**config.mk**
```make
export PLATFORM = sky130hd
export DESIGN_NAME = serial_add_ctrl
export DESIGN_NICKNAME = d
export VERILOG_FILES = /design/src/rtl/serial_add_pkg.sv /design/src/rtl/fa_slice.sv /design/src/rtl/serial_add_ctrl.sv
export SDC_FILE = /design/constraint.sdc
export NUM_CORES = 1
export LEC_CHECK = 0
export ABC_AREA = 1
export CAP_MARGIN = 0
export CORE_MARGIN = 2
export CORE_UTILIZATION = 50
export CTS_CLUSTER_SIZE = 12
export DETAILED_ROUTE_END_ITERATION = 10
export PLACE_DENSITY_LB_ADDON = 0.1
export SYNTH_ARGS = -nofsm -noshare
export SYNTH_HDL_FRONTEND = slang
export SYNTH_HIERARCHICAL = 1
export SYNTH_SLANG_ARGS = --single-unit
```
**constraint.sdc**
```tcl
create_clock -name clk -period 1.45 [get_ports clk]
set_input_delay 0.29 -clock clk [delete_from_list [all_inputs] [get_ports clk]]
set_output_delay 0.29 -clock clk [all_outputs]
set_load 0.01 [all_outputs]
```
**src/rtl/serial_add_pkg.sv**
```systemverilog
// Shared types for the bit-serial adder controller: FSM state encoding and width limit.
package serial_add_pkg;

   typedef enum logic [1:0] {
      IDLE = 2'b00,
      RUN  = 2'b01,
      DONE = 2'b10
   } state_t;

   localparam int unsigned WIDTH_MAX = 32;

endpackage

```
**src/rtl/fa_slice.sv**
```systemverilog
// One-bit combinational full adder; the only arithmetic in the serial adder.
module fa_slice (
   input  logic a,
   input  logic b,
   input  logic cin,
   output logic sum,
   output logic cout
);

   always_comb begin
      sum  = a ^ b ^ cin;
      cout = (a & b) | (a & cin) | (b & cin);
   end

endmodule

```
**src/rtl/serial_add_ctrl.sv**
```systemverilog
// Bit-serial adder controller: one fa_slice stepped LSB-first over WIDTH bits.
// Optional subtract (sub port, b inverted with carry-in forced to 1) under SERIAL_ADD_SUB_EN.
module serial_add_ctrl
   import serial_add_pkg::*;
#(
   parameter int unsigned WIDTH = 8
) (
   input  logic             clk,
   input  logic             rst,
   input  logic             start,
   input  logic [WIDTH-1:0] a,
   input  logic [WIDTH-1:0] b,
   input  logic             cin,
`ifdef SERIAL_ADD_SUB_EN
   input  logic             sub,
`endif
   output logic             busy,
   output logic             done,
   output logic [WIDTH-1:0] sum,
   output logic             cout
);

   localparam int unsigned CW = $clog2(WIDTH) + 1;
   localparam logic [CW-1:0] LAST = CW'(WIDTH - 1);

   if (WIDTH < 1 || WIDTH > WIDTH_MAX) begin : g_bad_width
      $error("serial_add_ctrl: WIDTH out of range 1..32");
   end

   state_t           state;
   logic [WIDTH-1:0] a_sr;
   logic [WIDTH-1:0] b_sr;
   logic             carry;
   logic [CW-1:0]    cnt;
   logic             s_bit;
   logic             c_bit;
   logic [WIDTH-1:0] b_load;
   logic             c_load;

   fa_slice u_fa (
      .a    (a_sr[0]),
      .b    (b_sr[0]),
      .cin  (carry),
      .sum  (s_bit),
      .cout (c_bit)
   );

`ifdef SERIAL_ADD_SUB_EN
   always_comb begin
      b_load = sub ? ~b : b;
      c_load = sub ? 1'b1 : cin;
   end
`else
   always_comb begin
      b_load = b;
      c_load = cin;
   end
`endif

   always_ff @(posedge clk or posedge rst) begin
      if (rst) begin
         state <= IDLE;
         busy  <= 1'b0;
         done  <= 1'b0;
         sum   <= '0;
         cout  <= 1'b0;
         a_sr  <= '0;
         b_sr  <= '0;
         carry <= 1'b0;
         cnt   <= '0;
      end else begin
         case (state)
            IDLE: begin
               done <= 1'b0;
               if (start) begin
                  a_sr  <= a;
                  b_sr  <= b_load;
                  carry <= c_load;
                  cnt   <= '0;
                  busy  <= 1'b1;
                  state <= RUN;
               end
            end
            RUN: begin
               // shift-in at MSB written as a shift/or so WIDTH=1 needs no special slice
               sum   <= (sum >> 1) | (WIDTH'(s_bit) << (WIDTH - 1));
               a_sr  <= a_sr >> 1;
               b_sr  <= b_sr >> 1;
               carry <= c_bit;
               if (cnt == LAST) begin
                  busy  <= 1'b0;
                  done  <= 1'b1;
                  cout  <= c_bit;
                  state <= DONE;
               end else begin
                  cnt <= cnt + CW'(1);
               end
            end
            DONE: begin
               done  <= 1'b0;
               state <= IDLE;
            end
            default: begin
               busy  <= 1'b0;
               done  <= 1'b0;
               state <= IDLE;
            end
         endcase
      end
   end

endmodule

```
==> impl_metrics.py <==
metrics = {
    "clock_network": {
        "cts-hold-fix-buffers": 0,
        "htreeDepth": 2,
        "clk_pin_slew_worst_paths_ns": 0.10,
        "clk_path_buf_depth": 2,
        "tritoncts": "done",
        "cts_inserted_buffers": 5,
        "clock_sinks": 34,
        "clock_insertion_delay_worst_skew_ns": 0.33,
        "cts_root_buffer": "clkbuf_4",
    },
    "timing": {
        "max_slew.worst_pin.slew_ns": 0.193,
        "finalWorstPathRequiredPeriod_ns": 1.32,
        "share_of_the_clock_period_used_by_the_worst_path_after_layout": 0.907,
        "number_of_hold_slack_violations_in_the_final_timing_report": 0,
        "fmaxAchievable_ghz": 0.760,
        "finalSetupViolCount": 0,
        "worst_slew_margin_rel": 0.871,
        "final.setup.tns_ns": 0,
        "clock-skew-final_ns": 0.0100,
        "setup_repair_after_global_routing_missed_its_margin": "false",
        "final_report_max_slew_violation_count": 0,
        "whs_ns": 0.302,
    },
    "min_path": {
        "hp-class": "input port to async pin",
    },
    "setup_path": {
        "reg2reg_depth": 6,
        "instance_count_on_the_critical_path": 1,
        "crit_type": "register to primary output",
        "critical_path_peak_fanout": 3,
        "slowest_stage": "dfrtp_1",
        "worst_setup_path_end_kind": "primary output",
        "path_delay_family": "flip-flops",
        "arrival_time_at_the_worst_endpoint_ns": 1.03,
        "path_buf_inv": 1,
        "timing.critical_path.cells": "dlygate4sd2_1",
        "crit_start_category": "register",
        "cp.required_ns": 1.16,
        "critical-path-max-stage-delay_ns": 0.41,
    },
    "job": {
        "cap_viol_max_count": 0,
    },
    "cells_and_area": {
        "post_route_cells_drive_above_1_share": 0.119,
        "postLayoutCoreUtil": 0.670,
        "antenna_cells_inserted": 0,
        "area_growth_syn_to_layout_pct": 29.3,
        "nets": 257,
        "final.fill_count": 257,
    },
    "synthesis": {
        "yosysUniqueCellTypes": 19,
        "netlist_instances": 195,
        "cell_types_with_the_largest_area_share_after_synthesis": "dfrtp_1 (54%), nand2_1 (22%), nor2_1 (4.1%)",
        "syn-cell-area_sq_mm": 0.00157,
        "yosys_register_bits": 34,
        "postSynthAreaPerCell_sq_um": 8.05,
        "synth.top_cell.area_share": 0.542,
        "ys.warnings.count": 6,
        "cell_taking_the_most_area_after_synthesis": "dfrtp_1",
        "ys_seq_area_frac": 0.542,
        "syn_nets": 217,
    },
    "route": {
        "routed-via-count": 1313,
        "remaining_antenna_violation_count": 0,
        "wl_per_cell_um": 10.7,
        "drc": 0,
        "firstDrtPassIters": 4,
        "drt-total-wl_mm": 3.00,
        "routed_via_density": 4.69,
        "initialDrtViolationCount": 105,
    },
    "die": {
        "design.die.area_sq_mm": 0.00360,
        "count_of_pins_on_the_block_boundary": 31,
        "dieWidth_um": 60.0,
        "initial_core_util": 0.518,
        "floorplan.core_area_sq_mm": 0.00303,
        "fp-row-count": 20,
        "die_height_um": 60.0,
    },
    "grt": {
        "overflow": 0,
        "antenna_violations_before_repair": 0,
        "first_global_vias": 1311,
        "largest_net_degree_at_the_start_of_global_routing": 35,
        "grt_first_pass_wirelength_mm": 5.31,
        "global_route.usage.total": 0.200,
    },
    "placement": {
        "port-buffer-count": 30,
        "dp_hpwl_mm": 2.28,
        "gp_routability_congestion": 0.790,
    },
    "power": {
        "share_seq_of_total_power": 0.403,
        "combinationalPowerShare": 0.443,
        "internal_power_w": 0.00250,
        "total_power_w": 0.00416,
        "power.static_leakage_nw": 1.10,
        "swShare": 0.398,
        "power_frac_clock": 0.154,
        "peakVddDrop_v": 0.000927,
        "power.density_mw_per_mm2": 2050,
        "power_switching_w": 0.00166,
    },
    "run_status": {
        "outcome": "complete, no violations",
    },
}
power by group through the flow:
stage	Combinational, W	Sequential [W]	Clock (W)
finish	0.00184	0.00168	0.000641
global route	0.00214	0.00174	0.000716
CTS	0.00187	0.00168	0.000661
detailed placement	0.00196	0.00171	0
global placement	0.00189	0.00168	0
floorplan	0.00124	0.00171	0
per-layer routing:
layer	vias to the layer above	share of wire	track usage
met3	6	0.055	0.0584
li1	675	-	-
met2	40	0.49	0.329
met1	592	0.44	0.244
met5	-	0	0
met4	0	0.015	0.0857
worst paths after layout:
path | from | endpoint | slack [ns]
min reg2reg | busy | busy | 0.48
min | rst | cnt[0] | 0.30
max in group asynchronous | rst | a_sr[4] | 0.97
min in group clk | busy | busy | 0.48
max | sum[2] | sum[2] | 0.13
max reg2reg | cnt[0] | cout | 0.21
sequential cells by signal, indices dropped and copies added, names as in the netlist:
signal  cells
carry       1
done        1
sum         8
cnt         4
cout        1
b_sr        8
state       2
busy        1
a_sr        8
cell families after synthesis:
logic type / count (synthesis) / share of synthesized area
AO/OA/AOI/OAI: 14 / 0.0494
adder cells (fa/ha/maj): 2 / 0.0207
buffers and inverters: 23 / 0.0750
flip-flops: 34 / 0.542
AND/OR/NAND/NOR: 122 / 0.313
per-stage QoR:
stage	instance area, sq um	worst slack, ns	instances
floorplan	1570	0.331	195
global placement	1960	0.106	272
detailed placement	1960	0.0686	272
CTS	2030	0.118	280
global route	2030	0.0524	280
finish	2030	0.134	280
cell usage in the layout, fill, tap and decap left out, drive strengths merged:
cell,instances
ha,1
nand2,92
buf,9
nand4,1
nand3,8
clkbuf,8
nor2,20
or2,1
dlygate4sd2,11
clkdlybuf4s50,19
inv,17
o21ai,14
dfrtp,34
fa,1
synth_stat cells (all sizes together):
cell type / number
inv: 17
or2: 1
o21ai: 14
nand4: 1
nand3: 8
ha: 1
buf: 6
dfrtp: 34
nor2: 20
nand2: 92
fa: 1
area by class of cell:
cell class,count,area (sq um),area share
inverters,17,63.8,0.0315
clock buffers,8,78.8,0.0389
well taps,44,55.1,0.0271
repair buffers,39,379,0.187
multi-input cells,138,601,0.296
flip-flops and latches,34,851,0.419
timing repair:
action | 4_1_cts | 5_1_grt
buffers inserted | 0 | 0
endpoints found under the setup margin | 11 | 0
resized for setup | 11 | 0
Power figures use the tool's default switching activity.
